--- src/rtl/alu_seq_ctrl.sv ---
// alu_seq_ctrl: 8-bit ops on an external 4-bit 74181-style ALU, low nibble pass then high, carry chained.
// Latency: 3 cycles start->done for legal ops, 1 cycle for illegal; start is ignored (not queued) while busy.
// ALU_SEQ_ACC_EN: op 111 becomes ACC (acc <= acc + opb) and the acc port is added.
module alu_seq_ctrl (
  input  logic       clk,
  input  logic       reset,
  input  logic       start,
  input  logic [2:0] op,
  input  logic [7:0] opa,
  input  logic [7:0] opb,
  output logic       busy,
  output logic       done,
  output logic [7:0] result,
  output logic       carry,
  output logic       zero,
  output logic       err,
  output logic [3:0] alu_a,
  output logic [3:0] alu_b,
  output logic [3:0] alu_s,
  output logic       alu_m,
  output logic       alu_ci_inverse,
  input  logic [3:0] alu_y,
  input  logic       alu_co_inverse
`ifdef ALU_SEQ_ACC_EN
  ,
  output logic [7:0] acc
`endif
);

`ifdef ALU_SEQ_ACC_EN
  localparam logic ACC_EN = 1'b1;
`else
  localparam logic ACC_EN = 1'b0;
`endif

  typedef enum logic [1:0] {IDLE, LO, HI, DONE} state_t;

  state_t     state_q, state_d;
  logic [2:0] op_q;
  logic [7:0] opa_q, opb_q;
  logic       lo_co_n_q;
  logic [3:0] dec_s;
  logic       dec_m, dec_arith, lo_ci_n;

  function automatic logic op_legal(input logic [2:0] o);
    op_legal = (o != 3'b111) || ACC_EN;
  endfunction

  // Op 111 decodes as ADD; it only reaches the ALU passes when the accumulator is built in.
  always_comb begin
    dec_s     = 4'b1001;
    dec_m     = 1'b0;
    dec_arith = 1'b1;
    case (op_q)
      3'b000: begin dec_s = 4'b1001; dec_m = 1'b0; dec_arith = 1'b1; end
      3'b001: begin dec_s = 4'b0110; dec_m = 1'b0; dec_arith = 1'b1; end
      3'b010: begin dec_s = 4'b1011; dec_m = 1'b1; dec_arith = 1'b0; end
      3'b011: begin dec_s = 4'b1110; dec_m = 1'b1; dec_arith = 1'b0; end
      3'b100: begin dec_s = 4'b0110; dec_m = 1'b1; dec_arith = 1'b0; end
      3'b101: begin dec_s = 4'b1111; dec_m = 1'b1; dec_arith = 1'b0; end
      3'b110: begin dec_s = 4'b0000; dec_m = 1'b1; dec_arith = 1'b0; end
      default: begin dec_s = 4'b1001; dec_m = 1'b0; dec_arith = 1'b1; end
    endcase
  end

  // SUB needs the forced carry-in for two's complement; everything else starts with no carry.
  assign lo_ci_n = (op_q != 3'b001);

  always_comb begin
    state_d        = state_q;
    alu_a          = 4'h0;
    alu_b          = 4'h0;
    alu_s          = 4'b0000;
    alu_m          = 1'b1;
    alu_ci_inverse = 1'b1;
    case (state_q)
      IDLE: if (start) state_d = op_legal(op) ? LO : DONE;
      LO: begin
        alu_a          = opa_q[3:0];
        alu_b          = opb_q[3:0];
        alu_s          = dec_s;
        alu_m          = dec_m;
        alu_ci_inverse = lo_ci_n;
        state_d        = HI;
      end
      HI: begin
        alu_a          = opa_q[7:4];
        alu_b          = opb_q[7:4];
        alu_s          = dec_s;
        alu_m          = dec_m;
        alu_ci_inverse = dec_arith ? lo_co_n_q : 1'b1;
        state_d        = DONE;
      end
      DONE:    state_d = IDLE;
      default: state_d = IDLE;
    endcase
  end

  always_ff @(posedge clk or negedge reset) begin
    if (!reset) state_q <= IDLE;
    else        state_q <= state_d;
  end

  // Flags are written on the edge entering DONE so they are valid alongside the done pulse.
  always_ff @(posedge clk or negedge reset) begin
    if (!reset) begin
      op_q      <= 3'b000;
      opa_q     <= 8'h00;
      opb_q     <= 8'h00;
      lo_co_n_q <= 1'b1;
      result    <= 8'h00;
      carry     <= 1'b0;
      zero      <= 1'b0;
      err       <= 1'b0;
`ifdef ALU_SEQ_ACC_EN
      acc       <= 8'h00;
`endif
    end else begin
      case (state_q)
        IDLE: if (start) begin
          op_q  <= op;
          opb_q <= opb;
`ifdef ALU_SEQ_ACC_EN
          opa_q <= (op == 3'b111) ? acc : opa;
`else
          opa_q <= opa;
`endif
          if (!op_legal(op)) begin
            err  <= 1'b1;
            zero <= (result == 8'h00);
          end
        end
        LO: begin
          result[3:0] <= alu_y;
          lo_co_n_q   <= alu_co_inverse;
        end
        HI: begin
          result[7:4] <= alu_y;
          carry       <= dec_arith & ~alu_co_inverse;
          zero        <= ({alu_y, result[3:0]} == 8'h00);
          err         <= 1'b0;
`ifdef ALU_SEQ_ACC_EN
          if (op_q == 3'b111) acc <= {alu_y, result[3:0]};
`endif
        end
        default: ;
      endcase
    end
  end

  assign busy = (state_q != IDLE);
  assign done = (state_q == DONE);

endmodule
--- config.mk ---
export PLATFORM = sky130hd
export DESIGN_NAME = alu_seq_ctrl
export DESIGN_NICKNAME = d
export VERILOG_FILES = /design/src/rtl/alu_seq_ctrl.sv
export SDC_FILE = /design/constraint.sdc
export NUM_CORES = 1
export LEC_CHECK = 0
export ABC_CLOCK_PERIOD_IN_PS = 1600
export CORE_ASPECT_RATIO = 1.1
export CORE_MARGIN = 1.5
export CORE_UTILIZATION = 41
export DETAILED_ROUTE_END_ITERATION = 10
export PLACE_DENSITY = 0.8
export SLEW_MARGIN = 0
export SYNTH_ARGS = -nofsm -noshare
export SYNTH_HDL_FRONTEND = slang
export SYNTH_SLANG_ARGS = --single-unit
export TNS_END_PERCENT = 100
--- constraint.sdc ---
create_clock -name clk -period 1.6 [get_ports clk]
set_input_delay 0.4 -clock clk [delete_from_list [all_inputs] [get_ports clk]]
set_output_delay 0.4 -clock clk [all_outputs]
set_load 0.05 [all_outputs]
==> impl_results.md, run 1 <==
- Die Area: 0.00429 sq mm
- Gate Count Post-Synth: 133
- Ys async rst share: 100%
- Total global routing overflow: 0
- Worst r2r src: state_q[0]
- Violated checks: setup timing
- Crit path max fanout: 5
- Mapped Nets: 165
- Largest family of logic cells by synthesized area: multiplexers
- Area grow syn2layout: 77.8%
- Placed cells: 250
- Post-Synthesis Cell Area: 0.00160 sq mm
- Fraction of layout cells with a size suffix above 1: 53.3%
- Clk sinks: 33
- Tmin final: 2.06 ns
- Port bufs: 53
- Largest net degree at the start of global routing: 20
- Slew Limit Fails: 0
- Slew @ Worst Pin: 0.359 ns
- CP endpoint kind: primary output
- Chip width: 62.6 um
- FP Rows: 23
- Global-route wire length before repair: 7360 um
- Starting Density: 43.5%
- RD Place Congestion: 0.881
- Relative slew slack: 76.0%
- Post-synthesis xor/xnor area fraction: 0%
- Min setup slack post-route: -0.456 ns
- Avg Inst Size Synth: 12.1 sq um
- Placed wire-length estimate: 3260 um
- Commonest register cell after synthesis: dfrtp_1
- Synth area leader: dfrtp_1
- Period utilisation layout: 129%
- Final WL: 4730 um
- Largest cells by area after synthesis: dfrtp_1 (50%), mux2_2 (20%), a22oi_1 (4.2%)
- Post-synthesis adder-cell area fraction: 3.90%
- Reg2reg path depth: 8
- Startpoint Class: register
- FMAX: 486 MHz
- Clock skew: 0.00576 ns
- WS Path Type: register to primary output
- Routed WL per cell: 17.9 um
- Die Y-Extent: 68.6 um
- Total GRT Usage: 23.4%
- Drt via density: 5.29
- CP required: 1.20 ns
- Layout Nets: 245
- CTS Buffer Depth: 2
- DRT iter0 DRCs: 88
- Clock Latency Late Sink: 0.30 ns
- Cell variety after synth: 30
- Post-synth EDFFs: 0
- Core footprint: 0.00368 sq mm
- Final Hold Vio Count: 0
- Diodes inserted: 0
- Top cell type's share of synthesized area: 50.0%
- Number of synthesized register bits: 33
- Slack of the worst reg-to-reg path: -0.09 ns
- H-tree Lvls: 2
- Detailed-route DRC error count: 0
- Initial antenna violation count: 0
- MaxCap Viol Count: 0
- Arr. time, crit path: 1.66 ns
- Number of global-route vias before repair: 1468
- # setup viols final: 16
- Worst Setup SP: state_q[0]
- Compound-cell area share of the yosys netlist: 8.43%
- Antenna Nets Post-Route: 0
- Final Non-Filler Cells: 264
- RSZ-0062 raised after global routing: true
- Worst setup endpoint: alu_b[3]
- Worst min-delay path category: input port to asynchronous set/reset pin
- Multiplexer share of the synthesized area: 20.3%
- I/O pin total: 54
- Clock Root Buffer: clkbuf_8
- Post-Synth Simple-Gate Area: 12.3%
- First-pass DRT Iterations: 4
- CTS clk-pin slew, worst paths: 0.07 ns
- TritonCTS Buffers: 5
- Synth warn: 0
- Vias: 1397
- Seq/Total Area, Yosys: 51.6%
- CTS tree: yes
- Status: complete, but fails checks
- RR Endpoint: zero
-- routing by layer --
metal,global-route usage (%),vias to the layer above,part of all wire [%]
li1,-,638,-
met1,24.0,700,38
met2,43.5,45,54
met3,5.03,14,4.0
met4,17.2,0,3.3
met5,0,-,0
-- cells in the final DEF, fill, tap and decap left out, types with 2 or more instances in the layout --
cell type | netlist | routed
nor2_1 | 6 | 4
nand3_1 | 3 | 3
nand2b_1 | 2 | 2
inv_1 | 4 | 2
clkbuf_1 | 1 | 2
ha_4 | 0 | 2
buf_6 | 2 | 3
dfrtp_1 | 32 | 32
and3_2 | 0 | 2
mux2_2 | 28 | 28
o21ai_0 | 2 | 2
ha_1 | 5 | 2
clkdlybuf4s50_1 | 0 | 26
nor2b_4 | 0 | 3
buf_4 | 0 | 23
nor2b_2 | 0 | 5
nor2_4 | 0 | 2
a21oi_1 | 2 | 2
a22oi_2 | 0 | 5
nand2_1 | 7 | 6
buf_12 | 0 | 27
clkbuf_8 | 0 | 6
a22oi_1 | 9 | 4
-- cells in the mapped netlist (2+ instances only) --
master and n:
mux2_2 28, ha_1 5, o21ai_0 2, nor3_1 2, nor2_1 6, dfrtp_1 32
a21oi_1 2, buf_2 3, a22oi_1 9, nor2b_1 9, inv_1 4, and3_1 3
nand2b_1 2, nand3_1 3, buf_6 2, nand2_1 7
-- stage by stage --
step	area, sq um	worst slack, ns	util, %	setup TNS [ns]	hold slack, ns
global route	2850	-0.534	77.4	-7.05	0.475
floorplan	1670	-0.337	-	-2.90	0.104
detailed placement	2640	-0.134	71.5	-1.74	0.500
finish	2850	-0.456	77.4	-5.72	0.451
CTS	2820	-0.405	76.4	-5.22	0.447
global placement	2640	-0.0588	71.5	-0.804	0.489
-- cell type report --
cell class | count | area (sq um)
Sequential cell | 33 | 827
Fill cell | 236 | 833
Tap cell | 50 | 62.6
Clock buffer | 8 | 90.1
Inverter | 4 | 17.5
Timing Repair Buffer | 79 | 1010
Multi-Input combinational cell | 90 | 846
-- registers in the layout, summed over array words and instances, names as in the netlist --
| register | count |
|---|---|
| opa_q | 8 |
| state_q | 2 |
| opb_q | 8 |
| op_q | 3 |
| carry | 1 |
| zero | 1 |
| lo_co_n_q | 1 |
| result | 8 |
| err | 1 |
-- cells by family (layout without fill, tap and decap cells) --
group,count (synthesis),after routing
and+or+nand+nor,37,37
DFF,33,33
AOI/OAI and AO/OA,19,19
buffers and inverters,10,91
adders and majority gates,5,5
muxes,29,29
-- critical path, cell delays in order, from the launching register on --
cell and delay (ns):
dfrtp_1 0.41, ha_1 0.24, buf_4 0.17, a22oi_1 0.30
nor2b_4 0.08, buf_12 0.15
-- how the worst min path moves through the flow --
stage,from,endpoint,depth (start not counted)
2_1_floorplan,reset,carry,0
3_3_place_gp,opa_q[6],opa_q[6],1
3_5_place_dp,opa_q[5],opa_q[5],1
4_1_cts,reset,opb_q[6],2
5_1_grt,reset,opb_q[0],2
6_report,reset,state_q[0],2
-- timing repair --
item / in CTS / in global routing
pin swaps: 4 / 4
gates resized for setup: 14 / 5
buffers inserted: 6 / 2
setup endpoints to repair: 17 / 17
hold buffers: 0 / 0
Power of run 1 is left out: the tool's default activity adds up to more than one toggle a clock period on the data nets, which glitch-free logic cannot reach.
==> run 2: changes to the inputs <==
Settings changed: ABC_CLOCK_PERIOD_IN_PS 1600 to 2500, CORE_UTILIZATION 41 to 48, PLACE_DENSITY 0.8 to 0.88.
Clock period 1.6 ns to 2.5 ns, I/O delays scaled along.
==> impl_results.md, run 2 (synthesized netlist as in run 1, its figures left out) <==
- Status: complete, but fails checks
- Violated checks: DRC
- H-tree Lvls: 2 (unchanged)
- DRT iter0 DRCs: 30 (-66%)
- Die Y-Extent: 63.6 um (-7.2%)
- Startpoint Class: register
- Placed wire-length estimate: 2770 um (-15%)
- RR Endpoint: zero
- First-pass DRT Iterations: 7 (+3)
- Tmin final: 2.40 ns
- Diodes inserted: 0 (unchanged)
- FP Rows: 21 (-8.7%)
- Setup Fix Bufs, Post-CTS: 0 (-6)
- Chip width: 58.1 um (-7.2%)
- Period utilisation layout: 95.8%
- Filler cells: 180 (-24%)
- CTS clk-pin slew, worst paths: 0.10 ns (+0.03 ns)
- Fraction of layout cells with a size suffix above 1: 33.7% (-20 points)
- Port bufs: 53 (unchanged)
- Crit path max fanout: 10 (+5)
- WS Path Type: register to primary output
- MaxCap Viol Count: 0 (unchanged)
- TritonCTS Buffers: 5 (unchanged)
- RD Place Congestion: 0.815 (-7.5%)
- CP required: 1.88 ns (+0.68 ns)
- Final Hold Vio Count: 0 (unchanged)
- Worst setup endpoint: alu_ci_inverse
- Relative slew slack: 64.4% (-12 points)
- Final WL: 3680 um (-22%)
- # setup viols final: 0 (-16)
- Slack of the worst reg-to-reg path: 0.78 ns (+0.87 ns)
- Initial antenna violation count: 0 (unchanged)
- Largest net degree at the start of global routing: 34 (+70%)
- Clock Latency Late Sink: 0.33 ns (+0.03 ns)
- Arr. time, crit path: 1.77 ns (+0.11 ns)
- Total global routing overflow: 0 (unchanged)
- Area occupied by multi-input gates: 759 sq um (-10%)
- Routed WL per cell: 16.2 um (-9.4%)
- Die Area: 0.00370 sq mm (-14%)
- Clock skew: 0.00644 ns (+0.000687 ns)
- Core footprint: 0.00313 sq mm (-15%)
- Global-route wire length before repair: 6160 um (-16%)
- Area grow syn2layout: 52.7%
- Layout Nets: 224 (-8.6%)
- Vias: 1286 (-7.9%)
- Starting Density: 51.3% (+7.7 points)
- I/O pin total: 54 (unchanged)
- Detailed-route DRC error count: 1 (+1)
- CTS Buffer Depth: 2 (unchanged)
- Reg2reg path depth: 6 (-2)
- Most frequent cells in the layout: clkdlybuf4s50_1 (38), dfrtp_1 (32), mux2_2 (28)
- CP endpoint kind: primary output
- Clk sinks: 33 (unchanged)
- Hold slack: 0.515 ns (+0.0631 ns)
- Total GRT Usage: 22.5% (-0.92 points)
- Slew Limit Fails: 0 (unchanged)
- Storage cell area: 827 sq um (unchanged)
- Drt via density: 5.67 (+7.1%)
- Slew @ Worst Pin: 0.532 ns (+0.173 ns)
- Antenna Nets Post-Route: 0 (unchanged)
- Worst min-delay path category: register to register
- CTS tree: yes
- FMAX: 417 MHz
- Clock Root Buffer: clkbuf_4
- Worst r2r src: state_q[0]
- Number of global-route vias before repair: 1368 (-6.8%)
- Commonest non-fill, non-tap cell in the layout: clkdlybuf4s50_1
- Worst Setup SP: state_q[0]
- Largest regs: opa_q (8), opb_q (8), result (8)
- RSZ-0062 raised after global routing: true
run 2: cell count changes in the layout (fill, tap and decap cells not counted), moves of 3 or more:
cell	delta
clkbuf_4	+5
buf_6	-3
clkdlybuf4s50_1	+12
a22oi_1	+5
a22oi_2	-5
buf_12	-12
clkbuf_8	-5
buf_4	-18
nor2b_4	-3
run 2: final cells by class:
| class | count | share of cell area, % |
|---|---|---|
| Sequential cell | 33 | 33.8 |
| Multi-Input combinational cell | 90 | 31.0 |
| Timing Repair Buffer | 58 | 29.3 |
| Clock buffer | 7 | 2.25 |
| Tap cell | 34 | 1.74 |
| Clock inverter | 1 | 1.23 |
| Inverter | 4 | 0.613 |
run 2: how the worst min path moves through the flow:
stage / startpoint / end / slack, ns / cells after the start
global route: opb_q[3] / opb_q[3] / 0.54 / 1
detailed placement: opb_q[0] / opb_q[0] / 0.50 / 1
CTS: opb_q[0] / opb_q[0] / 0.52 / 1
finish: opb_q[0] / opb_q[0] / 0.51 / 1
global placement: opa_q[0] / opa_q[0] / 0.49 / 1
floorplan: reset / carry / 0.33 / 0
run 2: stage by stage:
step | cell area, sq um | TNS [ns] | worst slack, ns | util [%] | cells
CTS | 2410 | 0 | 0.0569 | 77.2 | 227
detailed placement | 2320 | 0 | 0.326 | 74.3 | 219
global route | 2450 | -0.0205 | -0.0205 | 78.3 | 227
finish | 2450 | 0 | 0.105 | 78.3 | 227
floorplan | 1600 | 0 | 0.0879 | - | 133
global placement | 2320 | 0 | 0.399 | 74.3 | 219
run 2: per-layer routing:
layer	track usage, %	routed length (um)	vias to the layer above
met2	36.6	1890	43
met1	27.7	1550	642
met3	5.54	186	5
li1	-	-	596
met4	10.5	59	0
met5	0	0	-
run 2: critical path, stage by stage (launching register included):
cell and delay [ns]:
dfrtp_1 0.42, inv_1 0.21, ha_4 0.25, inv_1 0.10, o211ai_1 0.28, buf_12 0.18
run 2: what timing repair did:
action / CTS / global route
gates cloned: 0 / 0
resized for setup: 2 / 8
endpoints found under the setup margin: 5 / 10
hold buffers: 0 / 0
Power of run 2 is left out for the same reason.
==> run 3: changes to the inputs <==
Settings changed: ABC_CLOCK_PERIOD_IN_PS 2500 to 2710, CORE_UTILIZATION 48 to 40, PLACE_DENSITY 0.88 to 0.76.
Clock period 2.5 ns to 2.71 ns, I/O delays scaled along.
==> impl_results.md, run 3 (synthesized netlist as in run 1, its figures left out) <==
- Status: completed
- FP Rows: 23 (+9.5%)
- Number of global-route vias before repair: 1324 (-3.2%)
- Clk sinks: 33 (unchanged)
- Storage cell area: 827 sq um (unchanged)
- Port bufs: 53 (unchanged)
- Arr. time, crit path: 1.84 ns (+0.07 ns)
- Clock Root Buffer: clkbuf_8
- FMAX: 398 MHz
- Antenna Nets Post-Route: 0 (unchanged)
- Worst min-delay path category: register to register
- MaxCap Viol Count: 0 (unchanged)
- Routed WL per cell: 14.4 um (-11%)
- Total global routing overflow: 0 (unchanged)
- Final WL: 3480 um (-5.6%)
- Area grow syn2layout: 50.3%
- Die Y-Extent: 69.4 um (+9.1%)
- # setup viols final: 0 (unchanged)
- CP cell instances: inv_1 -> ha_1 -> nand2_1 -> nor2_1 -> buf_12
- Chip width: 63.4 um (+9.1%)
- Initial antenna violation count: 0 (unchanged)
- WS Path Type: register to primary output
- Worst hold stages: 1 (unchanged)
- Critical path depth: 5 (unchanged)
- H-tree Lvls: 2 (unchanged)
- Setup TNS: 0 ns (unchanged)
- Period utilisation layout: 92.7%
- WP buf/inv: 2 (-1)
- Crit path max fanout: 14 (+4)
- First-pass DRT Iterations: 4 (-3)
- WHS Endpoint: opa_q[1]
- CTS Buffer Depth: 2 (unchanged)
- Slack of the worst reg-to-reg path: 0.98 ns (+0.20 ns)
- RR Endpoint: opb_q[4]
- CTS clk-pin slew, worst paths: 0.06 ns (-0.04 ns)
- Setup Fix Bufs, Post-CTS: 0 (unchanged)
- RD Place Congestion: 0.786 (-3.5%)
- HP Start: opa_q[1]
- Family with the most delay on the worst path: adder cells
- Most frequent cells in the layout: clkdlybuf4s50_1 (38), dfrtp_1 (32), mux2_2 (28)
- Filler cells: 281 (+56%)
- Worst Setup SP: state_q[1]
- Detailed-route DRC error count: 0 (-1)
- Global-route wire length before repair: 6120 um (-0.67%)
- Core footprint: 0.00374 sq mm (+20%)
- Critical-path top delay cell: ha_1
- CTS tree: yes
- Largest net degree at the start of global routing: 34 (unchanged)
- Die Area: 0.00440 sq mm (+19%)
- Diodes inserted: 0 (unchanged)
- Commonest non-fill, non-tap cell in the layout: clkdlybuf4s50_1
- Vias: 1267 (-1.5%)
- Slew @ Worst Pin: 0.504 ns (-0.0283 ns)
- Worst r2r src: state_q[0]
- Slew Limit Fails: 0 (unchanged)
- I/O pin total: 54 (unchanged)
- Reg2reg path depth: 5 (-1)
- Area occupied by multi-input gates: 719 sq um (-5.3%)
- CP endpoint kind: primary output
- Final Hold Vio Count: 0 (unchanged)
- Layout Nets: 224 (unchanged)
- Startpoint Class: register
- Largest regs: opa_q (8), opb_q (8), result (8)
- Clock skew: 0.00677 ns (+0.000332 ns)
- CP max stage delay: 0.55 ns (+0.13 ns)
- Fraction of layout cells with a size suffix above 1: 28.6% (-5.0 points)
- RSZ-0062 raised after global routing: false
- DRT iter0 DRCs: 40 (+33%)
- Tmin final: 2.51 ns
- TritonCTS Buffers: 5 (unchanged)
- Placed wire-length estimate: 2620 um (-5.5%)
- Total GRT Usage: 17.7% (-4.8 points)
- Starting Density: 42.8% (-8.4 points)
- Clock Latency Late Sink: 0.28 ns (-0.05 ns)
- Relative slew slack: 66.4% (+1.9 points)
- CP required: 2.03 ns (+0.15 ns)
- Drt via density: 5.24 (-7.6%)
## run 3: changes by cell type in the layout (fill, tap and decap cells not counted), sizes merged
cell	change
dlymetal6s2s	+1
bufinv	-1
buf	-1
## run 3: worst register-to-register path, cell delays in order (launching register included)
cell and delay, ns:
dfrtp_1 0.38, inv_1 0.10, ha_1 0.28, nand2_1 0.19, buf_4 0.29, mux2_2 0.37
## run 3: worst max-delay path by stage
stage,endpoint,slack [ns]
CTS,busy,0.08
global placement,busy,0.45
finish,alu_s[2],0.20
detailed placement,busy,0.39
global route,alu_s[2],0.03
floorplan,alu_a[0],0.25
## run 3: final cells by class
cell class / instances / share of cell area (%)
clock buffers: 7 / 3.58
inverters: 4 / 0.623
multi-input cells: 90 / 29.9
flip-flops and latches: 33 / 34.3
well taps: 50 / 2.60
repair buffers: 58 / 29.0
## run 3: routing by layer
| metal | share of wire (%) | routed length, um | track usage (%) | vias to the layer above |
|---|---|---|---|---|
| li1 | - | - | - | 588 |
| met1 | 41 | 1440 | 20.9 | 638 |
| met2 | 52 | 1810 | 29.6 | 34 |
| met3 | 5.1 | 179 | 5.68 | 7 |
| met4 | 1.4 | 48 | 7.00 | 0 |
| met5 | 0 | 0 | 0 | - |
## run 3: repair_timing
item / in CTS / in global routing
resized for setup: 0 / 1
setup endpoints to repair: 0 / 1
hold buffers: 0 / 0
hold endpoints to repair: 0 / 0
## run 3: per-stage QoR
step	setup WS, ns	hold slack, ns	instance area (sq um)	std cells	util, %
final	0.197	0.505	2410	242	64.4
after global routing	0.0288	0.526	2410	242	64.4
after CTS	0.0812	0.510	2410	242	64.3
after detailed placement	0.386	0.496	2320	235	62.0
after global placement	0.449	0.489	2320	235	62.0
after floorplan	0.245	0.382	1600	133	-
Power of run 3 is left out for the same reason.
==> variant (settings of run 3) <==
Re-encode `state_t` (4 states) as one-hot, 4 bits wide.
--- a/src/rtl/alu_seq_ctrl.sv
+++ b/src/rtl/alu_seq_ctrl.sv
@@ -35,3 +35,3 @@
 
-  typedef enum logic [1:0] {IDLE, LO, HI, DONE} state_t;
+  typedef enum logic [3:0] {IDLE = 4'b0001, LO = 4'b0010, HI = 4'b0100, DONE = 4'b1000} state_t;
 
Function: same outputs for any inputs over 10 cycles, from zero or initial values and one cycle with reset low; not proved beyond that.
==> variant against run 3 <==
- final area is 0.62% higher
- wire length is 6.4% higher
- synthesized area is 0.16% lower
- maximum frequency is 3.0% lower
- sequential cell count is 2 higher
- clock skew is 0.00067 ns higher
- global-route usage is 1.7 points higher
- worst setup slack worse by 0.077 ns
- synthesized cell count is 3.0% lower
- critical path depth is 1 lower
- highest routed layer unchanged
==> variant: results (changes against run 3) <==
Pwr
  • Peak supply drop: 448.7 µV
  • Leakage power: 1.006 nW
  • Switch share: 42.48%

Clock network
  • Total CTS buffers: 5 (unchanged)
  • Skew-Pair Late Insertion Delay: 0.28 ns (about the same)
  • CTS clk-pin slew, worst paths: 0.07 ns
  • Clock Tree Root: clkbuf_8
  • Clock Tree Buf Depth: 2 (unchanged)
  • Clock H-tree levels: 2 (unchanged)
  • # hold bufs at CTS: 0 (unchanged)

Yosys
  • Post-Syn Nets: 156 (-5.5%)
  • Synth top area cells: dfrtp_1 52%, mux2_2 17%, nand2_1 4.7%
  • Top cells by count, synth: 33 x dfrtp_1, 24 x mux2_2, 20 x nand2_1
  • Async S/R FF share, synth: 100.0% (unchanged)
  • Ys Warns: 0 (unchanged)
  • Synth cell types: 26 (-13%)
  • Main synth FF type: dfrtp_1
  • Sequential area share after synthesis: 54.89% (+3.3 points)

Global routing
  • First-pass GRT wire length: 6513 µm (+6.4%)
  • Largest net degree at the start of global routing: 36 (+5.9%)
  • Global Route Usage Sum: 19.39% (+1.7 points)
  • Vias in the first global route: 1385 (+4.6%)
  • Antenna violations before repair: 0 (unchanged)

Placement
  • Pre-CTS WS: 0.2637 ns (-0.1221 ns)
  • Final HPWL DP: 2740 µm (+4.6%)
  • Routability cong.: 0.7999 (+1.7%)
  • IO buf count: 53 (unchanged)

Min path
  • Worst Hold End: opb_q[6]
  • Hold path start: opb_q[6]
  • Worst hold path class: reg2reg
  • Worst hold path cell count: 1 (unchanged)

Worst setup path
  • Worst r2r dst: zero
  • FF-to-FF setup slack: 0.88 ns (-0.10 ns)
  • Critical-path top delay cell: or4b_1
  • R2R Path Start: state_q[3]
  • Worst path arrival time: 1.91 ns (+0.07 ns)
  • R2R depth: 4 (-1)
  • Slowest stage delay, CP: 0.59 ns (+0.04 ns)
  • CP max FO: 5 (-9)

Route
  • Router iterations before antenna repair: 4 (unchanged)
  • Routed vias: 1256 (-0.87%)
  • Initial DRC count: 31 (-23%)
  • DRT Wirelength: 3700 µm (+6.4%)

Finish
  • Final #Nets: 218 (-2.7%)
  • Layout cells sized above 1: 32.29% (+3.6 points)
  • ANT cells: 0 (unchanged)
  • Regs by FF count: opa_q x8, opb_q x8, result x8

Outcome
  • Status: completed

STA
  • Layout Skew: 0.007441 ns (+0.0006661 ns)
  • Tightest Pin Transition: 0.4990 ns (-0.004876 ns)
[variant: through the flow]
stage	hold WS [ns]	area (µm²)	power, W	std cells
after floorplan	0.3819	1607	0.001934	129
after global placement	0.4873	2325	0.002425	232
after detailed placement	0.4866	2325	0.002490	232
after CTS	0.5102	2407	0.002851	240
after global routing	0.5240	2424	0.002995	242
final	0.5072	2424	0.002837	242
[variant: repair_timing]
action	4_1_cts	5_1_grt
setup buffers	0	2
cloned	0	0
endpoints found under the setup margin	1	7
resized for setup	1	1
pin swaps	0	1
[variant: final cells by class]
| type | instances | area (µm²) |
|---|---|---|
| Inverter | 2 | 7.507 |
| Multi-Input combinational cell | 86 | 685.7 |
| Sequential cell | 35 | 879.6 |
| Timing Repair Buffer | 61 | 704.4 |
| Fill cell | 297 | 1318 |
| Tap cell | 50 | 62.56 |
| Clock inverter | 1 | 7.507 |
| Clock buffer | 7 | 76.32 |
[variant: power by group through the flow]
stage,registers (W),clock network [W],logic (W)
detailed placement,0.00101,0,0.00148
CTS,0.00100,0.000371,0.00148
global placement,0.000979,0,0.00145
global route,0.00104,0.000393,0.00156
floorplan,0.00122,0,0.000717
finish,0.00100,0.000361,0.00147
[variant: how the worst max path moves through the flow]
stage | slack, ns | start | to
2_1_floorplan | 0.09 | state_q[0] | alu_m
3_3_place_gp | 0.30 | state_q[0] | busy
3_5_place_dp | 0.26 | state_q[0] | busy
4_1_cts | 0.05 | state_q[3] | alu_b[0]
5_1_grt | 0.01 | state_q[1] | alu_ci_inverse
6_report | 0.12 | state_q[3] | alu_ci_inverse
[variant: worst max-delay path, delay by kind of cell, from the launching register on]
family | cells | cell delay (ns)
buffers and inverters | 1 | 0.20
flip-flops | 1 | 0.47
AND/OR/NAND/NOR | 1 | 0.59
AO/OA/AOI/OAI | 2 | 0.37
[variant: logic make-up (layout without fill, tap and decap cells)]
| family | count (synthesis) | count (layout) | share of synthesized area, % |
|---|---|---|---|
| buffers and inverters | 8 | 71 | 2.658 |
| AOI/OAI and AO/OA | 21 | 21 | 10.32 |
| and+or+nand+nor | 40 | 40 | 14.31 |
| DFF | 35 | 35 | 54.89 |
| muxes | 25 | 25 | 17.83 |
[variant: per-layer routing]
layer / share of wire (%) / vias to the layer above / wire length [µm] / GRT usage [%]
li1: - / 586 / - / -
met1: 39 / 624 / 1437 / 21.97
met2: 53 / 40 / 1959 / 33.92
met3: 6.6 / 6 / 244 / 5.844
met4: 1.6 / 0 / 58 / 7.729
met5: 0 / - / 0 / 0
